$ cat src/rtl/uart_pkg.sv
// Shared UART configuration: bit timing, bus window and FSM state encodings.
package configure;

    // 20 MHz / 115200 baud -> 173 clocks per bit, stored as period minus one
    localparam int unsigned clks_per_bit   = 172;
    localparam logic [31:0] uart_base_addr = 32'h0100_0000;
    localparam logic [31:0] uart_top_addr  = 32'h0100_0003;

    typedef enum logic [1:0] {
        TX_IDLE  = 2'd0,
        TX_START = 2'd1,
        TX_DATA  = 2'd2,
        TX_STOP  = 2'd3
    } tx_state_t;

    typedef enum logic [2:0] {
        RX_IDLE  = 3'd0,
        RX_START = 3'd1,
        RX_DATA  = 3'd2,
        RX_STOP  = 3'd3,
        RX_DONE  = 3'd4
    } rx_state_t;

endpackage

$ cat src/rtl/uart_rx.sv
// 8N1 receiver: input synchroniser, mid-bit sampling FSM and shift register.
module uart_rx
    import configure::*;
#(
    parameter int unsigned CLKS_PER_BIT = clks_per_bit
) (
    input  logic       i_clk,
    input  logic       i_rst,
    input  logic       i_rx,
    output logic [7:0] o_data,
    output logic       o_done,
    output logic       o_ferr
);

    localparam int unsigned CW   = $clog2(CLKS_PER_BIT + 1);
    localparam logic [CW-1:0] LAST = CW'(CLKS_PER_BIT);
    localparam logic [CW-1:0] HALF = CW'(CLKS_PER_BIT / 2);

    logic [1:0]    r_sync;
    rx_state_t     r_state;
    logic [CW-1:0] r_cnt;
    logic [2:0]    r_bit;
    logic [7:0]    r_shift;
    logic          w_line;
    logic          w_last;

    assign w_line = r_sync[1];
    assign w_last = (r_cnt == LAST);
    assign o_data = r_shift;

    always_ff @(posedge i_clk or posedge i_rst) begin
        if (i_rst) begin
            r_sync  <= 2'b11;
            r_state <= RX_IDLE;
            r_cnt   <= '0;
            r_bit   <= '0;
            r_shift <= '0;
            o_done  <= 1'b0;
            o_ferr  <= 1'b0;
        end else begin
            r_sync <= {r_sync[0], i_rx};
            o_done <= 1'b0;
            o_ferr <= 1'b0;
            case (r_state)
                RX_IDLE: begin
                    if (!w_line) begin
                        r_state <= RX_START;
                        r_cnt   <= '0;
                    end
                end
                RX_START: begin
                    // A start bit that is high again at mid-bit was only a glitch
                    if (r_cnt == HALF) begin
                        r_cnt   <= '0;
                        r_bit   <= '0;
                        r_state <= w_line ? RX_IDLE : RX_DATA;
                    end else begin
                        r_cnt <= r_cnt + 1'b1;
                    end
                end
                RX_DATA: begin
                    if (w_last) begin
                        r_cnt   <= '0;
                        r_shift <= {w_line, r_shift[7:1]};
                        if (r_bit == 3'd7) r_state <= RX_STOP;
                        else               r_bit   <= r_bit + 1'b1;
                    end else begin
                        r_cnt <= r_cnt + 1'b1;
                    end
                end
                RX_STOP: begin
                    if (w_last) begin
                        r_cnt   <= '0;
                        r_state <= RX_DONE;
                        if (w_line) o_done <= 1'b1;
                        else        o_ferr <= 1'b1;
                    end else begin
                        r_cnt <= r_cnt + 1'b1;
                    end
                end
                RX_DONE: begin
                    if (w_line) r_state <= RX_IDLE;
                end
                default: r_state <= RX_IDLE;
            endcase
        end
    end

endmodule

$ cat src/rtl/uart.sv
// Memory-mapped 8N1 UART: transmit FSM, status/data register and bus handshake.
module uart
    import configure::*;
#(
    parameter int unsigned CLKS_PER_BIT = clks_per_bit
) (
    input  logic        reset,
    input  logic        clock,
    input  logic        uart_valid,
    input  logic [31:0] uart_addr,
    input  logic [31:0] uart_wdata,
    input  logic [3:0]  uart_wstrb,
    output logic [31:0] uart_rdata,
    output logic        uart_ready,
    input  logic        uart_rx,
    output logic        uart_tx
);

    localparam int unsigned CW   = $clog2(CLKS_PER_BIT + 1);
    localparam logic [CW-1:0] LAST = CW'(CLKS_PER_BIT);

    tx_state_t     r_tx_state;
    logic [CW-1:0] r_tx_cnt;
    logic [2:0]    r_tx_bit;
    logic [7:0]    r_tx_data;
    logic          r_tx;

    logic          r_rx_valid;
    logic          r_overrun;
    logic          r_ferr;
    logic [7:0]    r_rx_data;

    logic          r_ready;
    logic [31:0]   r_rdata;

    logic          w_req;
    logic          w_addr_ok;
    logic          w_rd;
    logic          w_rd_clr;
    logic          w_wr_nop;
    logic          w_wr_tx;
    logic          w_tx_start;
    logic          w_tx_busy;
    logic          w_tx_last;
    logic [7:0]    w_rx_byte;
    logic          w_rx_done;
    logic          w_rx_ferr;
    logic          w_unused;

    // r_ready masks the request still held during the ready pulse
    assign w_req      = uart_valid & ~r_ready;
    assign w_addr_ok  = (uart_addr[1:0] == 2'b00);
    assign w_rd       = w_req & ~(|uart_wstrb);
    assign w_rd_clr   = w_rd & w_addr_ok;
    assign w_wr_nop   = w_req & (|uart_wstrb) & ~uart_wstrb[0];
    assign w_wr_tx    = w_req & uart_wstrb[0] & (r_tx_state == TX_IDLE);
    assign w_tx_start = w_wr_tx & w_addr_ok;
    assign w_tx_busy  = (r_tx_state != TX_IDLE);
    assign w_tx_last  = (r_tx_cnt == LAST);
    assign w_unused   = &{1'b0, uart_addr[31:2], uart_wdata[31:8]};

    assign uart_tx    = r_tx;
    assign uart_ready = r_ready;
    assign uart_rdata = r_rdata;

    always_ff @(posedge clock or posedge reset) begin
        if (reset) begin
            r_tx_state <= TX_IDLE;
            r_tx_cnt   <= '0;
            r_tx_bit   <= '0;
            r_tx_data  <= '0;
        end else begin
            case (r_tx_state)
                TX_IDLE: begin
                    if (w_tx_start) begin
                        r_tx_data  <= uart_wdata[7:0];
                        r_tx_cnt   <= '0;
                        r_tx_state <= TX_START;
                    end
                end
                TX_START: begin
                    if (w_tx_last) begin
                        r_tx_cnt   <= '0;
                        r_tx_bit   <= '0;
                        r_tx_state <= TX_DATA;
                    end else begin
                        r_tx_cnt <= r_tx_cnt + 1'b1;
                    end
                end
                TX_DATA: begin
                    if (w_tx_last) begin
                        r_tx_cnt <= '0;
                        if (r_tx_bit == 3'd7) r_tx_state <= TX_STOP;
                        else                  r_tx_bit   <= r_tx_bit + 1'b1;
                    end else begin
                        r_tx_cnt <= r_tx_cnt + 1'b1;
                    end
                end
                TX_STOP: begin
                    if (w_tx_last) begin
                        r_tx_cnt   <= '0;
                        r_tx_state <= TX_IDLE;
                    end else begin
                        r_tx_cnt <= r_tx_cnt + 1'b1;
                    end
                end
                default: r_tx_state <= TX_IDLE;
            endcase
        end
    end

    always_ff @(posedge clock or posedge reset) begin
        if (reset) begin
            r_tx <= 1'b1;
        end else begin
            case (r_tx_state)
                TX_START: r_tx <= 1'b0;
                TX_DATA:  r_tx <= r_tx_data[r_tx_bit];
                default:  r_tx <= 1'b1;
            endcase
        end
    end

    // A completing frame sets its flags even when a read clears them in the same cycle
    always_ff @(posedge clock or posedge reset) begin
        if (reset) begin
            r_rx_valid <= 1'b0;
            r_overrun  <= 1'b0;
            r_ferr     <= 1'b0;
            r_rx_data  <= '0;
        end else begin
            if (w_rx_done) r_rx_data <= w_rx_byte;
            r_rx_valid <= w_rx_done | (r_rx_valid & ~w_rd_clr);
            r_overrun  <= (w_rx_done & r_rx_valid) | (r_overrun & ~w_rd_clr);
            r_ferr     <= w_rx_ferr | (r_ferr & ~w_rd_clr);
        end
    end

    always_ff @(posedge clock or posedge reset) begin
        if (reset) begin
            r_ready <= 1'b0;
            r_rdata <= '0;
        end else begin
            r_ready <= w_rd | w_wr_nop | w_wr_tx;
            if (w_rd) begin
                r_rdata <= w_addr_ok ?
                    {20'b0, r_ferr, r_overrun, w_tx_busy, r_rx_valid, r_rx_data} : '0;
            end
        end
    end

    uart_rx #(
        .CLKS_PER_BIT(CLKS_PER_BIT)
    ) u_rx (
        .i_clk  (clock),
        .i_rst  (reset),
        .i_rx   (uart_rx),
        .o_data (w_rx_byte),
        .o_done (w_rx_done),
        .o_ferr (w_rx_ferr)
    );

endmodule

$ cat config.mk
export PLATFORM = sky130hd
export DESIGN_NAME = uart
export DESIGN_NICKNAME = d
export VERILOG_FILES = /design/src/rtl/uart_pkg.sv /design/src/rtl/uart_rx.sv /design/src/rtl/uart.sv
export SDC_FILE = /design/constraint.sdc
export NUM_CORES = 1
export LEC_CHECK = 0
export BUFFER_PORTS_ARGS = -buffer_cell sky130_fd_sc_hd__buf_2
export CAP_MARGIN = 10
export CORE_MARGIN = 2
export CORE_UTILIZATION = 40
export DETAILED_ROUTE_END_ITERATION = 12
export PLACE_DENSITY_LB_ADDON = 0.1
export SLEW_MARGIN = 20
export SYNTH_ARGS = -nofsm -noshare
export SYNTH_HDL_FRONTEND = slang
export SYNTH_SLANG_ARGS = --single-unit
$ cat constraint.sdc
create_clock -name clock -period 1.81 [get_ports clock]
set_input_delay 0.0905 -clock clock [delete_from_list [all_inputs] [get_ports clock]]
set_output_delay 0.0905 -clock clock [all_outputs]
set_load 0.02 [all_outputs]
**Word level (Yosys, flattened, before mapping)**

Index checks and enable logic that the tools add are counted.

- Word-level logic and storage cells: 125
- Input bits: 72
- Bits in registers: 92
- Output and inout bits: 34

- Equality and inequality tests: 25
- Reductions and logical operators: 17
- Magnitude comparators: 1
- Muxes and demuxes: 39
- $add $sub $neg: 4
- Bitwise operators: 21

Operator list:

| kind | number |
|---|---|
| 8-bit 2-to-1 mux | 5 |
| 3-bit 2-to-1 mux | 12 |
| 8-bit one-hot mux with 3 select lines | 1 |
| 8-bit by 1-bit adder with 8-bit output, second input constant | 2 |
| 8-bit == test, second input constant | 2 |
| 2-bit inequality test, second input constant | 8 |
| 8-bit one-hot mux with 2 select lines | 1 |
| 3-bit one-hot mux with 5 select lines | 1 |
| 1-bit bitwise AND | 12 |
| 12-bit 2-to-1 mux | 1 |
| 2-bit 2-to-1 mux | 6 |
| 3-bit one-hot mux with 2 select lines | 2 |
| 2-bit by 1-bit inequality test with 1-bit output, second input constant | 5 |
| 3-bit == test, second input constant | 3 |
| 8-bit by 7-bit == test with 1-bit output, second input constant | 1 |
| 2-bit one-hot mux with 4 select lines | 1 |
| 4-bit AND reduction | 2 |
| 1-bit 2-to-1 mux | 7 |
| 3-bit by 1-bit adder with 3-bit output, second input constant | 2 |
| 3-bit by 2-bit == test with 1-bit output, second input constant | 2 |
| 2-bit AND reduction | 3 |
| 6-bit AND reduction | 1 |
| 2-bit nonzero test | 3 |
| 1-bit bitwise OR | 5 |
| 14 further kinds | 19 |

**Logic depth before layout (Yosys ltp)**

Gate-level depths: netlist of the first run.

- Depth after elaboration: 7
- Mapped depth: 7
- Depth with buffers taken out: 6

**By module**

Synthesis of the first run repeated with hierarchy kept, for this count alone.

- Cell total of the unflattened synthesis: 316
- Area total of the unflattened synthesis: 3677.3 um2

By module, submodules not included:

| module | cells each | area an instance (um2) | times used |
|---|---|---|---|
| uart | 196 | 2287.2 | 1 |
| uart_rx | 120 | 1390.1 | 1 |

**Worst setup path after synthesis of the first run**

Ideal clock, no wire load.

- Path type: register to register
- From: reg r_tx_state[0]
- To: reg r_tx_state[1]
- Cell stages (with the launch flop): 8
- Path slack: 131 ps
- Buffers on the path: 1
- Period minus slack after synthesis: 1679 ps
- Data arrival time: 1554 ps
- Path through: dfrtp_1 -> inv_1 -> ha_1 -> clkbuf_1 -> nor3_1 -> a31oi_1 -> nor3_1 -> mux2_2

- Cells in the longest elaborated chain, start to end: 5
- Elaborated cells between the ends (all ways): 13

RTL lines:

| item | RTL line | source |
|---|---|---|
| start, declared | uart.sv:22 | `tx_state_t r_tx_state;` |
| start signal, assigned | uart.sv:68 | `r_tx_state <= TX_IDLE;` |
| start signal, assigned | uart.sv:78 | `r_tx_state <= TX_START;` |
| start signal, assigned | uart.sv:85 | `r_tx_state <= TX_DATA;` |
| 2-bit logical NOT | uart.sv:56, uart.sv:73 |  |
| 1-bit bitwise AND | uart.sv:56 | `assign w_wr_tx = w_req & uart_wstrb[0] & (r_tx_state == TX_IDLE);` |
| 1-bit bitwise AND | uart.sv:57 | `assign w_tx_start = w_wr_tx & w_addr_ok;` |
| 2-bit inequality test (no source line) | - |  |
| 5-bit AND reduction (no source line) | - |  |

Parallel ways exist; a longest one is shown, timed or not.
A chain may end at the register's enable or synchronous reset.

**Worst setup path after layout of the first run**

- From: reg u_rx.r_state[1]
- To: reg u_rx.r_shift[3] (netlist: u_rx.o_data[3])

- Cells in the longest elaborated chain, start to end: 2

RTL lines:

| item | RTL line | source |
|---|---|---|
| start, declared | uart_rx.sv:20 | `rx_state_t r_state;` |
| start signal, assigned | uart_rx.sv:56 | `r_state <= w_line ? RX_IDLE : RX_DATA;` |
| 3-bit by 2-bit == test with 1-bit output | uart_rx.sv:44 | `case (r_state)` |
| 2-bit AND reduction (no source line) | - |  |
| end signal, assigned | uart_rx.sv:64 | `r_shift <= {w_line, r_shift[7:1]};` |
| end, declared | uart_rx.sv:23 | `logic [7:0] r_shift;` |

Every way passes these cells.

==> results of run 1 <==
[worst max-delay path, cell delays in order, from the launching register on]
cell and delay (ns):
dfrtp_1 0.44, or3b_1 0.49, nor2_4 0.27, mux2_2 0.36
[state kept, by name (all words and copies together), names as in the netlist]
signal	count
u_rx.r_cnt	8
uart_ready	1
r_rx_valid	1
u_rx.r_state	3
uart_tx	1
r_tx_bit	3
r_tx_state	2
uart_rdata	12
u_rx.o_data	8
u_rx.r_sync	2
r_ferr	1
u_rx.o_done	1
r_tx_data	8
r_rx_data	8
r_tx_cnt	8
u_rx.r_bit	3
r_overrun	1
u_rx.o_ferr	1
[power by group through the flow]
| stage | Combinational (mW) | Sequential, mW | Clock (mW) |
|---|---|---|---|
| floorplan | 0.676 | 1.93 | 0 |
| global placement | 0.896 | 1.94 | 0 |
| detailed placement | 0.912 | 1.94 | 0 |
| CTS | 0.931 | 1.91 | 1.36 |
| global route | 1.04 | 1.94 | 1.42 |
| finish | 0.926 | 1.91 | 1.30 |
[layer usage]
layer | global-route usage (%) | routed length [µm]
met4 | 5.769 | 109
met5 | 0 | 0
met3 | 3.794 | 216
met2 | 24.18 | 3176
met1 | 18.76 | 3050
[cell usage in the layout, fill, tap and decap left out, types with 10 or more instances in the layout]
cell type,Yosys,final
a22o_1,17,17
mux2_2,26,26
conb_1,1,20
dlygate4sd3_1,0,10
inv_1,20,19
buf_2,3,31
buf_4,21,19
dfrtp_1,69,68
ha_1,13,13
nand2_1,19,19
[cells by family (layout without fill, tap and decap cells)]
| group | count (synthesis) | after routing | share of synthesized area (%) |
|---|---|---|---|
| xor+xnor | 2 | 2 | 0.4948 |
| simple gates | 73 | 73 | 11.87 |
| mux | 35 | 35 | 11.52 |
| flops | 72 | 72 | 50.99 |
| compound gates | 60 | 60 | 13.11 |
| other cells | 1 | 20 | 0.1059 |
| fa+ha+maj | 13 | 13 | 4.594 |
| buf+inv | 47 | 97 | 7.314 |
[repair_timing]
action | in CTS | in global routing
hold buffers | 10 | 0
endpoints found under the setup margin | 0 | 9
hold endpoints to repair | 78 | 0
gates resized for setup | 0 | 3
[worst paths after layout]
kind | start | endpoint | slack (ns) | cells after the start
setup reg to reg | u_rx.r_state[1]$_DFFE_PP0P_ | u_rx.o_data[3]$_DFFE_PP0P_ | 0.13 | 3
min in group asynchronous | reset | r_tx_data[0]$_DFFE_PP0P_ | 0.38 | 4
hold reg to reg | u_rx.r_sync[0]$_DFF_PP1_ | u_rx.r_sync[1]$_DFF_PP1_ | 0.36 | 0
setup / recovery | u_rx.r_state[1]$_DFFE_PP0P_ | u_rx.o_data[3]$_DFFE_PP0P_ | 0.13 | 3
max in group asynchronous | reset | u_rx.r_sync[1]$_DFF_PP1_ | 1.07 | 4
hold / removal | uart_wstrb[0] | uart_ready$_DFF_PP0_ | 0.03 | 2
[cell type report]
cell class	instances	area (µm²)	share of cell area, %
flip-flops and latches	72	1807	43.01
clock inverters	7	77.57	1.847
well taps	108	135.1	3.217
multi-input cells	203	1560	37.15
clock buffers	9	123.9	2.949
repair buffers	61	417.9	9.949
inverters	20	78.83	1.877
==> impl_metrics.ini, run 1 <==
[global_routing]
first_global_vias = 2424
antenna_found_initial = 0
grt_pass1_wl_mm = 11.40
grtUsageTotal_pct = 14.75
gr-total-overflow = 0
grt_max_degree = 73

[die]
rows = 34
start_util_pct = 41.00
die-area_um2 = 9621
die_w_um = 98.09
io_pins = 106
die-height_um = 98.09
fp.coreArea_um2 = 8636

[sta]
whs_ns = 0.03008
fin_worst_skew_ns = 0.009166
slew_viol_final = 0
setup_viol = 0
max_freq_mhz = 597.0
finalHoldViolations = 0
setup_ws_ns = 0.1349
tns_ns = 0
min_period_ns = 1.675
fin_crit_sh_pct = 92.55
rsz0062_at_grt = false

[final_layout]
stdcell_count = 480
nets = 452
diodes = 0
stdcell_area_um2 = 4200
fill_cells = 825
area_growth_pct = 18.62
drive_above_1_share_pct = 30.11
finish.utilization_pct = 48.64

[clocking]
max-clock-path-buffers = 2
clkSinkCount = 72
clk_latency_ns = 0.35
numCtsBuffers = 9
h-tree-depth = 3
clockRootBuffer = clkbuf_8
cts_tree = done
post_cts_buffers = 0
path_clk_slew_ns = 0.08

[placed_design]
place.gp.congestion = 0.7424
dpl.hpwl_mm = 4.443
dp_worst_setup_slack_ns = 0.1003
dp.cells = 454
portBuffers = 31
dpl_cell_area_um2 = 3885

[pwr]
p_per_area_nw_per_um2 = 984.5
power.switching_mw = 1.250
p_sw_share_pct = 30.24
peakVddDrop_mv = 0.6188
total_power_mw = 4.135
combinationalPowerShare_pct = 22.4
leakage_nw = 2.013
clock_power_share_pct = 31.4
internal_power_mw = 2.885
seqPwrFrac_pct = 46.2

[drt]
first_pass_iters = 4
wire_per_inst_um = 13.65
viasPerCell = 4.988
wirelength_mm = 6.553
ant_nets = 0
via_count = 2394
drt-initial-drc-count = 58
drc_errors = 0

[logic_synthesis]
syn_avg_cell_area_um2 = 11.69
synthDistinctLibCells = 50
syn_inst = 303
synth_edf_count = 0
seq_area_frac_synth_pct = 50.99
async_flop_share_pct = 100.0
yosys_warnings = 0
netlist_area_um2 = 3541
synthFlopType = dfrtp_1
ys_top_cells_by_count = 69 x dfrtp_1, 26 x mux2_2, 21 x buf_4, 20 x inv_1, 19 x nand2_1
yosysTopAreaCell = dfrtp_1
synth_top_area_share_pct = 48.76
synth_area_leaders = dfrtp_1 49%, mux2_2 8.3%, ha_1 4.6%
yosysMostFrequentCell = dfrtp_1
synth-seq-cells = 72

[critical_path]
start_kind = register
crit_type = register to register
path_max_fanout = 8
cp_data_required_time_ns = 2.04
cp_data_arrival_time_ns = 1.91
critPathCaptureType = register

[run_status]
outcome = finished, final reports clean

[worst_hold_path]
hold_class = input port to register

[job]
drv_cap = 0
Note: power is estimated with default switching activity, not from simulation.
==> inputs of run 2 (changes only) <==
Settings changed: RECOVER_POWER from default to 100.
==> run 2 against run 1 <==
Compared with the run above:
- clock-buffer cell count did not move
- routed wire length rose by 0.55%
- sequential share of layout area rose by 0.74 points
- utilization fell by 0.83 points
- critical path type unchanged
- critical endpoint is now r_tx_data[3]$_DFFE_PP0P_
==> impl_metrics.ini, run 2 (synthesis gave the netlist of run 1 again) <==
[die]
die-height_um = 98.09
start_util_pct = 41.00
die-area_um2 = 9621
io_pins = 106
die_w_um = 98.09
rows = 34
fp.coreArea_um2 = 8636

[critical_path]
path_max_fanout = 8
crit_type = register to register
cp_data_arrival_time_ns = 1.93
critPathCaptureType = register
start_kind = register
cp_data_required_time_ns = 2.04

[placed_design]
dp_worst_setup_slack_ns = 0.1003
portBuffers = 31
place.gp.congestion = 0.7424
dpl.hpwl_mm = 4.443

[final_layout]
multi_input_area_um2 = 1548
largest_register_ffs = 12
layout_commonest_cell = dfrtp_1
area_growth_pct = 16.61
final_cell_mix = 68 x dfrtp_1, 26 x mux2_2, 21 x clkbuf_1, 20 x conb_1
nets = 452
fill_cells = 841
drive_above_1_share_pct = 23.92
seqCellArea_um2 = 1807
diodes = 0

[sta]
rsz0062_at_grt = false
max_slew_margin_pct = 34.74
setup_viol = 0
slew_viol_final = 0
finalHoldViolations = 0
tns_ns = 0
fin_worst_skew_ns = 0.008803
setup_ws_ns = 0.1088
min_period_ns = 1.701
max_freq_mhz = 587.8
worst_slew_pin_slew_ns = 0.9789
fin_crit_sh_pct = 93.99

[job]
drv_cap = 0

[global_routing]
grt_max_degree = 73
gr-total-overflow = 0
grtUsageTotal_pct = 14.75
antenna_found_initial = 0
grt_pass1_wl_mm = 11.40
first_global_vias = 2424

[clocking]
h-tree-depth = 3
path_clk_slew_ns = 0.08
clk_latency_ns = 0.35
cts_tree = done
max-clock-path-buffers = 2
clkSinkCount = 72
post_cts_buffers = 0
clockRootBuffer = clkbuf_8
numCtsBuffers = 9

[pwr]
leakage_nw = 1.921
total_power_mw = 4.092
p_per_area_nw_per_um2 = 991.0
peakVddDrop_mv = 0.6192

[drt]
wirelength_mm = 6.589
drc_errors = 0
via_count = 2414
wire_per_inst_um = 13.73
first_pass_iters = 4
viasPerCell = 5.029
drt-initial-drc-count = 61
ant_nets = 0

[worst_hold_path]
hold_class = input port to register

[run_status]
outcome = finished, final reports clean
[run 2: cell type report]
cell class                      count  area share [%]
Tap cell                          108           3.273
Clock buffer                        9           3.000
Inverter                           20           1.909
Sequential cell                    72           43.76
Multi-Input combinational cell    203           37.48
Timing Repair Buffer               61           8.697
Clock inverter                      7           1.879
[run 2: path summary, 6_finish.rpt]
path / cells after the start / endpoint / slack (ns) / start
worst min register to register: 0 / u_rx.r_sync[1]$_DFF_PP1_ / 0.36 / u_rx.r_sync[0]$_DFF_PP1_
worst max register to register: 6 / r_tx_data[3]$_DFFE_PP0P_ / 0.11 / r_tx_state[0]$_DFFE_PP0P_
min in group asynchronous: 4 / r_tx_data[0]$_DFFE_PP0P_ / 0.63 / reset
worst max-delay path: 6 / r_tx_data[3]$_DFFE_PP0P_ / 0.11 / r_tx_state[0]$_DFFE_PP0P_
max in group asynchronous: 4 / u_rx.r_cnt[5]$_DFFE_PP0P_ / 0.50 / reset
worst min-delay path: 2 / uart_ready$_DFF_PP0_ / 0.02 / uart_wstrb[0]
[run 2: per-layer routing]
layer,up-vias,share of wire (%),global-route usage [%]
met1,1185,46,18.76
met5,-,0,0
met3,9,3.5,3.794
met4,0,1.7,5.769
li1,1182,-,-
met2,38,49,24.18
[run 2: timing repair]
action,CTS,global route
hold buffers,10,0
gates resized for setup,0,3
endpoints found under the setup margin,0,9
endpoints found under the hold margin,78,0
[run 2: critical path: stages (launching register included)]
cell and delay (ns):
dfrtp_1 0.41, inv_1 0.08, ha_1 0.22, clkbuf_1 0.16
nand4_1 0.11, clkbuf_2 0.25, mux2_2 0.36
[run 2: where the power goes]
group	switching (mW)	total, mW	internal, mW
Clock	0.656	1.30	0.648
Sequential	0.120	1.91	1.79
Combinational	0.479	0.878	0.399
Total	1.26	4.09	2.84
[run 2: metrics by stage]
step | utilization [%] | hold slack (ns) | cell area (µm²) | std cells
after floorplan | - | 0.09498 | 3616 | 322
after global placement | 44.99 | 0.1960 | 3885 | 454
after detailed placement | 44.99 | 0.1966 | 3885 | 454
after CTS | 48.48 | 0.006079 | 4187 | 480
after global routing | 47.81 | 0.01356 | 4129 | 480
final | 47.81 | 0.01512 | 4129 | 480
==> inputs of run 3 (changes only) <==
Settings changed: REMOVE_ABC_BUFFERS from default to 1.
==> run 3 against run 2 <==
Compared with the run above:
- critical path depth shrank 2
- combinational power grew 4.4%
- worst setup slack lost 0.0021 ns
- hold slack gained 0.21 ns
- critical path type unchanged
- critical endpoint is now u_rx.r_state[1]$_DFFE_PP0P_
- largest cell class unchanged
- highest routed layer unchanged
==> impl_metrics.ini, run 3 (synthesis gave the netlist of run 1 again) <==
[run_status]
outcome = finished, final reports clean

[final_layout]
final_cell_mix = 69 x dfrtp_1, 26 x mux2_2, 20 x inv_1, 20 x conb_1, 19 x nand2_1
fill_cells = 815
nets = 453
layout_commonest_cell = dfrtp_1
diodes = 0
drive_above_1_share_pct = 24.93
area_growth_pct = 19.01
stdcell_area_um2 = 4214
largest_register_ffs = 12

[global_routing]
grtUsageTotal_pct = 14.47
grt_max_degree = 61
first_global_vias = 2371
antenna_found_initial = 0
gr-total-overflow = 0
grt_pass1_wl_mm = 11.37

[placed_design]
place.gp.congestion = 0.7572
dpl.hpwl_mm = 4.512
portBuffers = 31
dpl_cell_area_um2 = 3881
dp_worst_setup_slack_ns = 0.08190

[die]
rows = 34
die-area_um2 = 9621
die-height_um = 98.09
die_w_um = 98.09
fp.coreArea_um2 = 8636
io_pins = 106
start_util_pct = 41.00

[sta]
rsz0062_at_grt = true
setup_ws_ns = 0.1066
fin_crit_sh_pct = 94.11
tns_ns = 0
setup_viol = 0
slew_viol_final = 0
min_period_ns = 1.703
fin_worst_skew_ns = 0.01611
max_freq_mhz = 587.1
max_slew_margin_pct = 46.55
worst_slew_pin_slew_ns = 0.8018
finalHoldViolations = 0

[critical_path]
startpoint = u_rx.r_cnt[5]$_DFFE_PP0P_
regToRegStartpoint = u_rx.r_cnt[5]$_DFFE_PP0P_
path_max_fanout = 7
critPathSlowestCell = dfrtp_1
cp_data_arrival_time_ns = 1.97
worst-path-buf-inv = 0
crit_path_cell_trace = nor4b_4 > nand3_1 > or4_1 > a21oi_1
critPathCaptureType = register
start_kind = register
cp_data_required_time_ns = 2.07
crit_type = register to register
max_stage_delay_ns = 0.49
cp_top_family = simple AND/OR/NAND/NOR gates

[job]
drv_cap = 0

[drt]
viasPerCell = 5.017
drc_errors = 0
wirelength_mm = 6.438
wire_per_inst_um = 13.38
drt-initial-drc-count = 83
via_count = 2413
ant_nets = 0
first_pass_iters = 4

[pwr]
p_sw_share_pct = 28.36
p_per_area_nw_per_um2 = 1044
internal_power_mw = 3.152
peakVddDrop_mv = 0.4313
clock_power_share_pct = 35.8
seqPwrFrac_pct = 43.3
power.switching_mw = 1.248
leakage_nw = 1.973
combinationalPowerShare_pct = 20.8

[clocking]
clkSinkCount = 72
numCtsBuffers = 9
h-tree-depth = 3
max-clock-path-buffers = 2
clockRootBuffer = clkbuf_8
clk_latency_ns = 0.34
path_clk_slew_ns = 0.09
cts_tree = done

[worst_hold_path]
min_from = uart_wstrb[2]
hold_class = input port to register
-- run 3: cell type report --
type                    instances  area, µm²  share of cell area (%)
flip-flops and latches         72       1805                   42.84
multi-input cells             203       1560                   37.03
repair buffers                 62      389.1                   9.234
well taps                     108      135.1                   3.207
clock inverters                 7      125.1                   2.969
clock buffers                   9      123.9                   2.939
inverters                      20      75.07                   1.781
-- run 3: worst reg2reg max path: cells and delay by family (launching register included) --
kind | cells | cell delay, ns
AND/OR/NAND/NOR | 3 | 1.00
AO/OA/AOI/OAI | 1 | 0.14
flip-flops | 1 | 0.49
-- run 3: final timing paths --
kind,end,slack [ns],cells past startpoint
worst min-delay path,uart_rdata[9]$_DFFE_PP0P_,0.22,4
worst min register to register,u_rx.r_sync[1]$_DFF_PP1_,0.36,0
worst max register to register,u_rx.r_state[1]$_DFFE_PP0P_,0.11,4
max in group asynchronous,r_rx_valid$_DFF_PP0_,0.29,4
min in group asynchronous,r_tx_cnt[5]$_DFFE_PP0P_,0.30,3
worst max-delay path,u_rx.r_state[1]$_DFFE_PP0P_,0.11,4
-- run 3: stage by stage --
| step | power [mW] | hold WS [ns] | instances | util, % |
|---|---|---|---|---|
| after floorplan | 2.559 | 0.09498 | 295 | - |
| after global placement | 2.831 | 0.06662 | 454 | 44.94 |
| after detailed placement | 2.853 | 0.06894 | 454 | 44.94 |
| after CTS | 4.470 | 0.2006 | 481 | 49.10 |
| after global routing | 4.663 | 0.2705 | 481 | 48.80 |
| final | 4.401 | 0.2211 | 481 | 48.80 |
-- run 3: power groups by stage --
stage               sequential [mW]  clock, mW  combinational [mW]
detailed placement             1.94          0               0.916
floorplan                      1.93          0               0.629
global route                   1.93       1.70                1.04
finish                         1.91       1.58               0.917
global placement               1.93          0               0.898
CTS                            1.91       1.63               0.937
-- run 3: timing repair --
item	4_1_cts	5_1_grt
setup endpoints to repair	0	6
hold buffers	11	0
buffers inserted	0	0
endpoints found under the hold margin	22	0
gates resized for setup	0	2
-- run 3: layer usage --
| layer | GRT usage [%] | wire (µm) | vias to the layer above |
|---|---|---|---|
| met2 | 23.66 | 3190 | 40 |
| met3 | 3.293 | 198 | 6 |
| met5 | 0 | 0 | - |
| met4 | 3.953 | 68 | 0 |
| li1 | - | - | 1182 |
| met1 | 19.48 | 2980 | 1185 |
